--- config.mk ---
export PLATFORM = sky130hd
export DESIGN_NAME = data_mem_ctrl
export DESIGN_NICKNAME = d
export VERILOG_FILES = /design/src/rtl/data_mem_ctrl.sv
export SDC_FILE = /design/constraint.sdc
export NUM_CORES = 1
export LEC_CHECK = 0
export CORE_MARGIN = 5
export CORE_UTILIZATION = 45
export DETAILED_ROUTE_END_ITERATION = 12
export GPL_TIMING_DRIVEN = 0
export PLACE_DENSITY = 0.85
export SLEW_MARGIN = 0
export SYNTH_ARGS = -nofsm -noshare
export SYNTH_HDL_FRONTEND = slang
export SYNTH_SLANG_ARGS = --single-unit
--- constraint.sdc ---
create_clock -name clk -period 2.3 [get_ports clk]
set_input_delay 0.46 -clock clk [delete_from_list [all_inputs] [get_ports clk]]
set_output_delay 0.46 -clock clk [all_outputs]
set_load 0.03 [all_outputs]
--- src/rtl/data_mem_ctrl.sv ---
// data_mem_ctrl: load/store sequencer for a single-port, synchronous-read, word-organised data memory.
// Sub-word stores are done as read-modify-write; misaligned and reserved-size requests are rejected.
module data_mem_ctrl #(
   parameter int address_width = 12,
   parameter int data_width    = 32
) (
   input  logic                     clk,
   input  logic                     rst_n,
   input  logic                     req_valid,
   output logic                     req_ready,
   input  logic                     req_write,
   input  logic [1:0]               req_size,
   input  logic                     req_unsigned,
   input  logic [address_width-1:0] req_addr,
   input  logic [data_width-1:0]    req_wdata,
   output logic                     resp_valid,
   output logic                     resp_err,
   output logic [data_width-1:0]    resp_rdata,
   output logic                     mem_write,
   output logic [address_width-1:0] mem_address,
   output logic [data_width-1:0]    mem_write_data,
   input  logic [data_width-1:0]    mem_read_data
);
   typedef enum logic [2:0] {IDLE, RD, CAP, WR, RESP} state_t;
   state_t state_q, state_d;
   logic write_q, write_d, unsigned_q, unsigned_d, err_q, err_d, bad;
   logic [1:0] size_q, size_d;
   logic [address_width-1:0] addr_q, addr_d;
   logic [data_width-1:0] wdata_q, wdata_d, rdata_q, rdata_d, lane, mask, ext;
   logic [4:0] sh;
   always_comb begin
      bad = req_size == 2'b11 || (req_size == 2'b01 && req_addr[0]) || (req_size == 2'b10 && req_addr[1:0] != 2'b00);
      sh = size_q == 2'b01 ? {addr_q[1], 4'b0000} : {addr_q[1:0], 3'b000};
      mask = size_q == 2'b00 ? 32'h0000_00ff << sh : 32'h0000_ffff << sh;
      lane = mem_read_data >> sh;
      ext = size_q == 2'b10 ? mem_read_data :
            size_q == 2'b01 ? {{16{lane[15] & ~unsigned_q}}, lane[15:0]} :
                              {{24{lane[7] & ~unsigned_q}}, lane[7:0]};
      state_d = state_q;
      write_d = write_q;
      size_d = size_q;
      unsigned_d = unsigned_q;
      err_d = err_q;
      addr_d = addr_q;
      wdata_d = wdata_q;
      rdata_d = rdata_q;
      case (state_q)
         IDLE: if (req_valid) begin
            write_d = req_write;
            size_d = req_size;
            unsigned_d = req_unsigned;
            err_d = bad;
            addr_d = req_addr;
            wdata_d = req_wdata;
            state_d = bad ? RESP : (req_write && req_size == 2'b10) ? WR : RD;
         end
         RD: state_d = CAP;
         CAP: begin
            // wdata_q is reused to hold the merged word for the following write
            if (write_q) wdata_d = (mem_read_data & ~mask) | ((wdata_q << sh) & mask);
            else rdata_d = ext;
            state_d = write_q ? WR : RESP;
         end
         WR: state_d = RESP;
         RESP: state_d = IDLE;
         default: state_d = IDLE;
      endcase
   end
   always_ff @(posedge clk or negedge rst_n) begin
      if (!rst_n) begin
         state_q <= IDLE;
         write_q <= 1'b0;
         size_q <= 2'b00;
         unsigned_q <= 1'b0;
         err_q <= 1'b0;
         addr_q <= '0;
         wdata_q <= '0;
         rdata_q <= '0;
      end else begin
         state_q <= state_d;
         write_q <= write_d;
         size_q <= size_d;
         unsigned_q <= unsigned_d;
         err_q <= err_d;
         addr_q <= addr_d;
         wdata_q <= wdata_d;
         rdata_q <= rdata_d;
      end
   end
   assign req_ready = state_q == IDLE;
   assign resp_valid = state_q == RESP;
   assign resp_err = resp_valid && err_q;
   assign resp_rdata = rdata_q;
   assign mem_write = state_q == WR;
   assign mem_address = (state_q == RD || state_q == WR) ? addr_q : '0;
   assign mem_write_data = mem_write ? wdata_q : '0;
endmodule

=== After elaboration in Yosys (flattened, before gate mapping) ===
Cells that the tools add are included.

* Register bits: 84
* Input port bits: 83
* Output and inout bits: 80
* Logic and storage cells: 59

* Eq/ne operators: 11
* Shifts and indexed selects: 4
* Multiplexer cells: 14
* Bitwise gates (word level): 8
* Reductions and logical operators: 14

{| class="wikitable"
|+ Operator list
! kind !! count
|-
| $mux 32 || 6
|-
| $and 32x32->32 || 2
|-
| $pmux 32 s2 || 1
|-
| $not 32->32 || 1
|-
| $or 32x32->32 || 1
|-
| $shl 16x5->32 const A || 1
|-
| $shl 32x5->32 || 1
|-
| $shl 8x5->32 const A || 1
|-
| $shr 32x5->16 || 1
|-
| $mux 12 || 1
|-
| $pmux 3 s4 || 1
|-
| $mux 3 || 3
|-
| $eq 2x2->1 const B || 3
|-
| $eq 3x2->1 const B || 2
|-
| $eq 2x1->1 const B || 2
|-
| $logic_and 1x1->1 || 4
|-
| $mux 4 || 1
|-
| $ne 2x2->1 const B || 2
|-
| $reduce_and 2->1 || 2
|-
| $reduce_bool 2->1 || 2
|-
| $eq 3x1->1 const B || 1
|-
| $eq 3x3->1 const B || 1
|-
| $logic_not 3->1 || 1
|-
| $logic_or 1x1->1 || 3
|-
| 5 further kinds || 7
|}

=== Depth between registers and ports, before layout ===
Gate-level depths: netlist of the first run.

* Depth after elaboration: 9
* Depth in mapped cells: 7
* Depth with buffers taken out: 4

=== Worst setup path before layout of the first run ===
Ideal clock, no wire load.

* Path type: register -> output
* From: register state_q[2]
* To: output resp_err
* Arrival time: 1.880 ns
* Required time: 1.840 ns
* Slack: -0.040 ns
* Cell stages (with the launch flop): 4
* Cells stage by stage: dfrtp_1 -> clkbuf_1 -> nor3b_1 -> and2_1

* Longest elaborated chain between the ends: 2

{| class="wikitable"
|+ Ends and longest elaborated chain
! element !! RTL line !! source
|-
| start, declared || 25 || <nowiki>state_t state_q, state_d;</nowiki>
|-
| start signal, assigned || 80 || <nowiki>state_q <= state_d;</nowiki>
|-
| $eq 3x3->1 || 91 || <nowiki>assign resp_valid = state_q == RESP;</nowiki>
|-
| named net resp_valid || 16 || <nowiki>output logic resp_valid,</nowiki>
|-
| $logic_and 1x1->1 || 92 || <nowiki>assign resp_err = resp_valid && err_q;</nowiki>
|-
| end, declared || 17 || <nowiki>output logic resp_err,</nowiki>
|}

The timed path passes the listed nets, and every way through them passes these cells.

=== Worst setup path in the final report of the first run ===
* From: register state_q[2]
* To: output mem_address[8]

* Longest elaborated chain between the ends: 3

{| class="wikitable"
|+ Ends and longest elaborated chain
! element !! RTL line !! source
|-
| $eq 3x1->1 / $eq 3x2->1 (equally long branches) || 95 || <nowiki>assign mem_address = (state_q == RD || state_q == WR) ? addr_q : '0;</nowiki>
|-
| $logic_or 1x1->1 * || 95 ||
|-
| $mux 12 * || 95 ||
|-
| end, declared || 20 || <nowiki>output logic [address_width-1:0] mem_address,</nowiki>
|}

Mark *: on every way between the ends. The rest lies on a longest branch, timed or not.

==> flow_metrics.tcl, run 1 <==
set metrics [dict create \
    cp.required_ns 1.84 \
    cts_root_buf "clkbuf_16" \
    overflow 0 \
    seq_power_share_pct 27.1 \
    grt_antenna_before_repair 0 \
    synth-main-ff-cell "dfrtp_1" \
    switching_power_mw 4.95 \
    antenna_left 0 \
    startpoint "state_q[2]$_DFFE_PN0P_" \
    place.port_buffers 162 \
    num_antenna_cells 0 \
    htreeDepth 3 \
    initial_utilization_pct 46.0 \
    io_pins 163 \
    power_frac_clock_pct 13.9 \
    period_share_pct 100 \
    dp.cells 919 \
    wl_per_cell_um 22.4 \
    hold_violations 0 \
    fillers 984 \
    path_class "reg -> out" \
    clock-sinks 84 \
    yosys_warnings 0 \
    min_period_ns 2.30 \
    worstSetupStartpointType "flip-flop" \
    crit_end "mem_address[8]" \
    grt_pass1_vias 5959 \
    end_kind "output port" \
    ctsHoldBuffers 0 \
    hold_class "in -> async" \
    synth_cells 613 \
    regArea_um2 2100 \
    gp_congestion 0.931 \
    routed_wl_mm 21.0 \
    tightest_slew_ns 0.738 \
    nNetsFinal 870 \
    status "finished with violations" \
    cts_tree "yes" \
    clkTransAtPathRegs_ns 0.07 \
    core_um2 11500 \
    synthArstFlopShare_pct 100 \
    area_growth_pct 37.6 \
    rows 39 \
    setup_ws_ns -0.000299 \
    finalSetupViolCount 1 \
    clock_skew_ns 0.00464 \
    worstReg2RegStart "state_q[0]$_DFFE_PN0P_" \
    final_cell_mix "clkdlybuf4s50_1 (113), o21ai_0 (91), dfrtp_1 (84)" \
    worst-r2r-setup-slack_ns 0.12 \
    drv_slew 0 \
    rsz0062_at_grt "true" \
    post-route-drc-count 0 \
    ys_types 46 \
    cp.arrival_ns 1.84 \
    p_comb_share_pct 59.1 \
    die_area_um2 14000 \
    relSlewSlack_pct 50.8 \
    vias 5873 \
    final_common_cell "clkdlybuf4s50_1" \
    globalRouteTotalUtil_pct 29.1 \
    critPathMaxFanout 10 \
    drv_cap 0 \
    power_per_cell_area_nw_per_um2 1410 \
    fin_util_pct 63.3 \
    synth_edf_count 0 \
    reg2reg_depth 8 \
    fp.dieW_um 118 \
    grt_max_degree 47 \
    fmax_mhz 435 \
    numCtsBuffers 9 \
    avgSynthCellArea_um2 8.61 \
    ys_seq_elements 84 \
    worst_skew_pair.late_latency_ns 0.34 \
    failed_checks "setup timing" \
    firstDrtPassIters 5 \
    synth_nets 696 \
    ys_seq_area_share_pct 39.8 \
    ir_drop_mv 0.814 \
    switching_share_pct 48.2 \
    p_leak_nw 3.11 \
    vias_per_cell 6.28 \
    grt_pass1_wl_mm 32.9 \
    die_y_um 118 \
    syn_area_um2 5280 \
    holdWs_ns 0.0927 \
    multi_input_area_um2 2920 \
    p_total_mw 10.3 \
    first_iter_violations 720 \
    clock_path_buffers 2 \
    r2r_end "resp_rdata[26]$_DFFE_PN0P_" \
    internal-power_mw 5.32 \
    finalNonFillerCells 935 \
    post-dp-hpwl_mm 15.9 \
    drive_above_1_share_pct 17.2 \
]
==> per-layer routing <==
layer / share of wire [%] / global-route usage [%]
met5: 0 / 0
met4: 2.7 / 11.0
met3: 8.9 / 6.11
met2: 47 / 46.9
met1: 41 / 38.6
==> cells by family (layout without fill, tap and decap cells) <==
| family | after synthesis | in the layout | synth area share [%] |
|---|---|---|---|
| AND/OR/NAND/NOR | 215 | 215 | 20.7 |
| AO/OA/AOI/OAI | 212 | 212 | 26.3 |
| flip-flops | 84 | 84 | 39.8 |
| buffers and inverters | 63 | 242 | 5.31 |
| multiplexers | 39 | 39 | 7.89 |
==> stage by stage <==
stage | setup WS (ns) | TNS [ns] | area [µm²]
3_3_place_gp | -2.17 | -220.22 | 7090
5_1_grt | -0.0281 | -0.0493 | 7260
4_1_cts | -0.0394 | -0.145 | 7330
2_1_floorplan | 0.212 | 0 | 5290
3_5_place_dp | -1.05 | -44.77 | 7110
6_report | -0.000299 | -0.000299 | 7260
==> how the worst min path moves through the flow <==
stage | slack [ns] | start | endpoint
2_1_floorplan | 0.16 | rst_n | asynchronous set/reset pin
3_3_place_gp | 0.48 | flip-flop | flip-flop
3_5_place_dp | 0.48 | rst_n | resp_rdata[11]$_DFFE_PN0P_
4_1_cts | 0.11 | rst_n | resp_rdata[11]$_DFFE_PN0P_
5_1_grt | 0.13 | rst_n | resp_rdata[11]$_DFFE_PN0P_
6_report | 0.09 | rst_n | resp_rdata[11]$_DFFE_PN0P_
==> area by class of cell <==
| type | instances | area share [%] |
|---|---|---|
| multi-input cells | 466 | 40.3 |
| flip-flops and latches | 84 | 28.9 |
| repair buffers | 165 | 19.9 |
| plain buffers | 57 | 4.34 |
| clock buffers | 10 | 3.29 |
| well taps | 143 | 2.46 |
| clock inverters | 6 | 0.637 |
| inverters | 4 | 0.207 |
==> synth_stat cells (2+ instances only) <==
cell | number | share of area, %
a211oi_1 | 2 | 0.28
a21oi_1 | 27 | 2.6
a221o_1 | 8 | 1.5
a22o_1 | 8 | 1.3
a311o_1 | 8 | 1.5
a31o_2 | 8 | 1.3
a31oi_1 | 25 | 3.0
and2_0 | 6 | 0.71
and2_1 | 17 | 2.0
and3_1 | 32 | 3.8
buf_1 | 2 | 0.14
buf_2 | 17 | 1.6
buf_6 | 3 | 0.64
clkbuf_1 | 37 | 2.6
dfrtp_1 | 84 | 40
inv_1 | 3 | 0.21
mux2_2 | 21 | 4.5
mux2i_1 | 18 | 3.4
nand2_1 | 79 | 5.6
nand2b_1 | 4 | 0.47
nand3_1 | 16 | 1.5
nand4_1 | 8 | 0.95
nor2_1 | 21 | 1.5
nor2b_1 | 10 | 1.2
nor3_1 | 6 | 0.57
o21ai_0 | 91 | 8.6
o21bai_1 | 2 | 0.28
o31a_1 | 18 | 3.0
o32a_1 | 7 | 1.3
or3_1 | 9 | 1.1
==> repair_timing <==
action,4_1_cts,5_1_grt
buffers inserted,2,0
endpoints found under the setup margin,48,30
hold endpoints to repair,0,0
gates resized for setup,226,36
==> power groups by stage <==
stage               logic (mW)  clock network (mW)  registers (mW)
floorplan                 3.37                   0            3.12
global placement          5.76                   0            2.74
detailed placement        5.90                   0            2.77
CTS                       5.97                1.42            2.75
global route              6.50                1.48            2.84
finish                    6.07                1.42            2.78
==> critical path, stage by stage (launching register included) <==
cell             delay, ns
dfrtp_1               0.41
clkbuf_4              0.22
nor2b_4               0.25
clkbuf_8              0.21
and2_1                0.12
clkdlybuf4s18_2       0.29
Power figures use the tool's default switching activity.
==> run 2, diff against run 1 <==
==> constraint.sdc (replaced) <==
create_clock -name clk -period 2.3 [get_ports clk]
set_input_delay 0.575 -clock clk [delete_from_list [all_inputs] [get_ports clk]]
set_output_delay 0.575 -clock clk [all_outputs]
set_load 0.03 [all_outputs]
==> run 2 against run 1 <==
- the run now ends clean
- flip-flop and latch count stayed put
- hold slack better by 0.12 ns
- clock power hardly changed
- highest routed layer unchanged
- die area stayed put
- critical path type unchanged
- largest power group unchanged
- critical endpoint is now mem_write_data[26]
- largest cell class unchanged
- critical path depth is 1 higher
- count of clock-buffer cells in the layout stayed put
==> flow_metrics.tcl, run 2 (synthesis results as in run 1) <==
set metrics [dict create \
    fmax_mhz 435 \
    gp_congestion 0.931 \
    p_leak_nw 3.16 \
    dp_slack_ns -1.17 \
    ctsHoldBuffers 0 \
    clock_path_buffers 2 \
    critPathMaxFanout 10 \
    die_area_um2 14000 \
    worst-r2r-setup-slack_ns 0.11 \
    hold_class "in -> async" \
    critical-path-slowest-cell "dfrtp_1" \
    numCtsBuffers 9 \
    vias_per_cell 6.29 \
    vias 5928 \
    fp.dieW_um 118 \
    htreeDepth 3 \
    finalSetupViolCount 0 \
    relSlewSlack_pct 48.7 \
    status "finished clean" \
    wl_per_cell_um 22.4 \
    startpoint "state_q[2]$_DFFE_PN0P_" \
    die_y_um 118 \
    r2r_end "resp_rdata[15]$_DFFE_PN0P_" \
    clock_skew_ns 0.00545 \
    tightest_slew_ns 0.770 \
    grt_pass1_vias 5961 \
    grt_max_degree 47 \
    path_class "reg -> out" \
    rsz0062_at_grt "true" \
    slowest_delay_ns 0.41 \
    drive_above_1_share_pct 18.4 \
    worstReg2RegStart "state_q[0]$_DFFE_PN0P_" \
    globalRouteTotalUtil_pct 29.3 \
    cts_root_buf "clkbuf_16" \
    hold_violations 0 \
    grt_antenna_before_repair 1 \
    grt_pass1_wl_mm 33.0 \
    ir_drop_mv 0.798 \
    rows 39 \
    first_iter_violations 693 \
    firstDrtPassIters 6 \
    core_um2 11500 \
    io_pins 163 \
    initial_utilization_pct 46.0 \
    final_common_cell "clkdlybuf4s50_1" \
    cts_tree "yes" \
    crit_path_cell_trace "buf_8, nor2b_4, buf_6, clkbuf_8, and3_1, buf_2" \
    cp.required_ns 1.73 \
    setup_ws_ns 0.00364 \
    antenna_left 0 \
    post-route-drc-count 0 \
    drv_cap 0 \
    clkTransAtPathRegs_ns 0.07 \
    worst_skew_pair.late_latency_ns 0.34 \
    area_growth_pct 40.5 \
    end_kind "output port" \
    period_share_pct 99.8 \
    routed_wl_mm 21.2 \
    overflow 0 \
    nNetsFinal 877 \
    reg2reg_depth 7 \
    power_per_cell_area_nw_per_um2 1410 \
    final_cell_mix "clkdlybuf4s50_1 (113), o21ai_0 (91), dfrtp_1 (84)" \
    post-dp-hpwl_mm 15.9 \
    crit_end "mem_write_data[26]" \
    clock-sinks 84 \
    min_period_ns 2.30 \
    place.port_buffers 162 \
    p_total_mw 10.4 \
    cp.arrival_ns 1.72 \
    worstSetupStartpointType "flip-flop" \
    drv_slew 0 \
]
## run 2: cell types whose count changed in the layout (fill, tap and decap cells not counted), moves of 2 or more
cell	before	now
buf_2	58	48
buf_8	0	2
buf_6	3	11
and3_1	32	30
and3_4	0	2
buf_4	5	18
clkbuf_8	5	2
## run 2: worst max-delay path: cells and delay by family, from the launching register on
family | cells | cell delay, ns
buf+inv | 4 | 0.66
flops | 1 | 0.41
simple gates | 2 | 0.30
## run 2: what timing repair did
item                                    4_1_cts  5_1_grt
setup buffers                                 4        5
endpoints found under the setup margin       49       69
cloned                                        1        1
resized for setup                           241       59
## run 2: area by class of cell
class / count / area (µm²)
Timing Repair Buffer: 173 / 1560
Antenna cell: 1 / 2.50
Clock inverter: 6 / 46.3
Inverter: 4 / 15.0
Tap cell: 143 / 179
Fill cell: 957 / 4050
Multi-Input combinational cell: 466 / 2950
Sequential cell: 84 / 2100
Clock buffer: 10 / 239
Buffer: 56 / 322
## run 2: report_power, final
group | leakage (nW) | switching [mW] | internal [mW] | total, mW
Clock | 0.135 | 0.646 | 0.770 | 1.42
Combinational | 2.03 | 3.77 | 2.47 | 6.24
Sequential | 0.995 | 0.576 | 2.21 | 2.79
Total | 3.16 | 5.00 | 5.45 | 10.4
## run 2: metal layers
metal / up-vias / GRT usage, % / wire length, µm
met5: - / 0 / 0
met4: 0 / 11.0 / 684
met3: 66 / 6.21 / 2240
met2: 388 / 47.2 / 10000
met1: 2851 / 38.8 / 8200
li1: 2623 / - / -
## run 2: stage by stage
stage / instances / area, µm² / TNS (ns) / hold WS [ns] / util (%)
2_1_floorplan: 613 / 5290 / 0 / 0.279 / -
3_3_place_gp: 918 / 7090 / -239.64 / 0.478 / 61.8
3_5_place_dp: 919 / 7110 / -55.53 / 0.483 / 62.0
4_1_cts: 938 / 7400 / -2.11 / 0.226 / 64.5
5_1_grt: 943 / 7420 / -0.358 / 0.249 / 64.7
6_report: 943 / 7420 / 0 / 0.209 / 64.7
## run 2: worst min-delay path by stage
| stage | start | endpoint | slack, ns | cells after the start |
|---|---|---|---|---|
| finish | rst_n | resp_rdata[11]$_DFFE_PN0P_ | 0.21 | 1 |
| global route | rst_n | resp_rdata[11]$_DFFE_PN0P_ | 0.25 | 1 |
| CTS | rst_n | resp_rdata[11]$_DFFE_PN0P_ | 0.23 | 1 |
| detailed placement | flip-flop | flip-flop | 0.48 | 2 |
| global placement | flip-flop | flip-flop | 0.48 | 2 |
| floorplan | rst_n | asynchronous set/reset pin | 0.28 | 0 |
==> run 3, diff against run 2 <==
--- a/config.mk
+++ b/config.mk
@@ -5,11 +5,13 @@
 export SDC_FILE = /design/constraint.sdc
 export NUM_CORES = 1
 export LEC_CHECK = 0
+export CAP_MARGIN = 25
 export CORE_MARGIN = 5
 export CORE_UTILIZATION = 45
 export DETAILED_ROUTE_END_ITERATION = 12
+export DONT_BUFFER_PORTS = 1
 export GPL_TIMING_DRIVEN = 0
-export PLACE_DENSITY = 0.85
+export PLACE_DENSITY = 0.68
 export SLEW_MARGIN = 0
 export SYNTH_ARGS = -nofsm -noshare
 export SYNTH_HDL_FRONTEND = slang
==> run 3 against run 2 <==
- the run now ends with hold timing left
- core utilization decreased by 12 points
- die area unchanged
- via count decreased by 14%
- sequential share of layout area increased by 6.4 points
- register-to-register slack improved by 0.02 ns
- critical path depth decreased by 3
- hold slack got worse by 0.30 ns
- wire length decreased by 8.1%
- first-iteration DRC count decreased by 18%
- count of clock-buffer cells in the layout decreased by 1
- highest routed layer unchanged
- flip-flop and latch count unchanged
- combinational power decreased by 24%
==> flow_metrics.tcl, run 3 (synthesis results as in run 1) <==
set metrics [dict create \
    overflow 0 \
    period_share_pct 98.1 \
    post-route-drc-count 0 \
    globalRouteTotalUtil_pct 26.9 \
    min_period_ns 2.26 \
    holdWs_ns -0.0896 \
    p_total_mw 9.61 \
    drive_above_1_share_pct 21.4 \
    gp_congestion 0.927 \
    num_antenna_cells 0 \
    core_um2 11500 \
    grt_antenna_before_repair 0 \
    p_leak_nw 2.38 \
    fp.dieW_um 118 \
    failed_checks "hold timing" \
    cp.required_ns 1.73 \
    r2r_end "resp_rdata[13]$_DFFE_PN0P_" \
    wl_per_cell_um 25.1 \
    power_frac_clock_pct 15.9 \
    slowest_delay_ns 0.44 \
    worstSetupStartpointType "flip-flop" \
    multi_input_area_um2 3090 \
    worst-r2r-setup-slack_ns 0.13 \
    seq_power_share_pct 35.0 \
    setup_tns_ns 0 \
    hold_violations 84 \
    clock_skew_ns 0.0112 \
    die_area_um2 14000 \
    io_pins 163 \
    clkTransAtPathRegs_ns 0.07 \
    rows 39 \
    worstReg2RegStart "state_q[0]$_DFFE_PN0P_" \
    htreeDepth 3 \
    tightest_slew_ns 0.696 \
    antenna_left 0 \
    nNetsFinal 709 \
    worst_skew_pair.late_latency_ns 0.35 \
    cts_tree "yes" \
    critical-path-slowest-cell "dfrtp_1" \
    ir_drop_mv 0.674 \
    reg2reg_depth 6 \
    path_class "reg -> out" \
    routed_wl_mm 19.5 \
    cp.arrival_ns 1.68 \
    vias_per_cell 6.61 \
    drv_slew 0 \
    cts_root_buf "clkbuf_16" \
    grt_max_degree 85 \
    vias 5115 \
    rsz0062_at_grt "false" \
    switching_power_mw 4.76 \
    switching_share_pct 49.5 \
    clock-sinks 84 \
    fmax_mhz 443 \
    hold_class "in -> async" \
    final_cell_mix "o21ai_0 (91), dfrtp_1 (84), nand2_1 (79)" \
    power_per_cell_area_nw_per_um2 1590 \
    p_comb_share_pct 49.1 \
    critPathMaxFanout 10 \
    status "finished with violations" \
    regArea_um2 2100 \
    area_growth_pct 14.8 \
    relSlewSlack_pct 53.6 \
    fillers 1060 \
    crit_path_cell_trace "clkbuf_8, nor3b_4, and2_4" \
    firstDrtPassIters 5 \
    initial_utilization_pct 46.0 \
    numCtsBuffers 9 \
    internal-power_mw 4.85 \
    die_y_um 118 \
    drv_cap 0 \
    finalSetupViolCount 0 \
    first_iter_violations 571 \
    place.port_buffers 0 \
    clock_path_buffers 2 \
    end_kind "output port" \
    grt_pass1_wl_mm 29.6 \
    post-dp-hpwl_mm 14.7 \
    grt_pass1_vias 5143 \
    final_common_cell "o21ai_0" \
]
## run 3: changes by cell type in the layout (fill, tap and decap cells not counted), moves of 5 or more
cell	delta
and3_2	+5
buf_4	-15
and2_2	+12
and3_4	+25
clkdlybuf4s50_1	-113
buf_2	-32
buf_6	-7
and2_1	-14
and3_1	-30
## run 3: worst max-delay path by stage
stage	start	to	cells after the start
finish	state_q[1]$_DFFE_PN0P_	resp_err	3
global placement	state_q[0]$_DFFE_PN0P_	mem_write_data[14]	4
floorplan	state_q[0]$_DFFE_PN0P_	mem_write_data[0]	4
detailed placement	state_q[0]$_DFFE_PN0P_	mem_write_data[14]	4
CTS	addr_q[0]$_DFFE_PN0P_	mem_address[0]	3
global route	addr_q[0]$_DFFE_PN0P_	resp_rdata[13]$_DFFE_PN0P_	5
## run 3: power by group through the flow
stage               combinational [mW]  sequential, mW  clock [mW]
floorplan                         3.37            3.12           0
global placement                  4.29            3.32           0
detailed placement                4.37            3.35           0
CTS                               4.62            3.35        1.54
global route                      5.14            3.44        1.59
finish                            4.72            3.36        1.53
## run 3: timing repair
action                                  in CTS  in global routing
endpoints found under the hold margin       84                 84
gates cloned                                 1                  0
setup buffers                                2                  1
resized for setup                          103                  4
pin swaps                                    2                  2
endpoints found under the setup margin      47                 46
## run 3: critical path: cells and delay by family (launching register included)
family                 cells  cell delay (ns)
buffers and inverters      1             0.22
flip-flops                 1             0.44
AND/OR/NAND/NOR            2             0.67
## run 3: cell type report
class / instances / share of cell area [%]
repair buffers: 4 / 0.702
plain buffers: 57 / 5.41
clock buffers: 9 / 3.72
clock inverters: 7 / 1.32
inverters: 4 / 0.248
flip-flops and latches: 84 / 34.7
well taps: 143 / 2.95
multi-input cells: 466 / 51.0
## run 3: metal layers
| metal | GRT usage, % | up-vias | routed length (µm) |
|---|---|---|---|
| li1 | - | 2287 | - |
| met1 | 37.1 | 2520 | 8330 |
| met2 | 42.0 | 280 | 8860 |
| met3 | 7.16 | 28 | 1950 |
| met4 | 7.46 | 0 | 326 |
| met5 | 0 | - | 0 |
## run 3: stage by stage
stage	instances	area (µm²)	setup slack, ns	utilization, %
global placement	756	5460	-0.626	47.6
CTS	773	6050	0.00409	52.7
detailed placement	756	5460	-0.673	47.6
global route	774	6060	0.00448	52.9
floorplan	613	5290	0.0968	-
finish	774	6060	0.0436	52.9
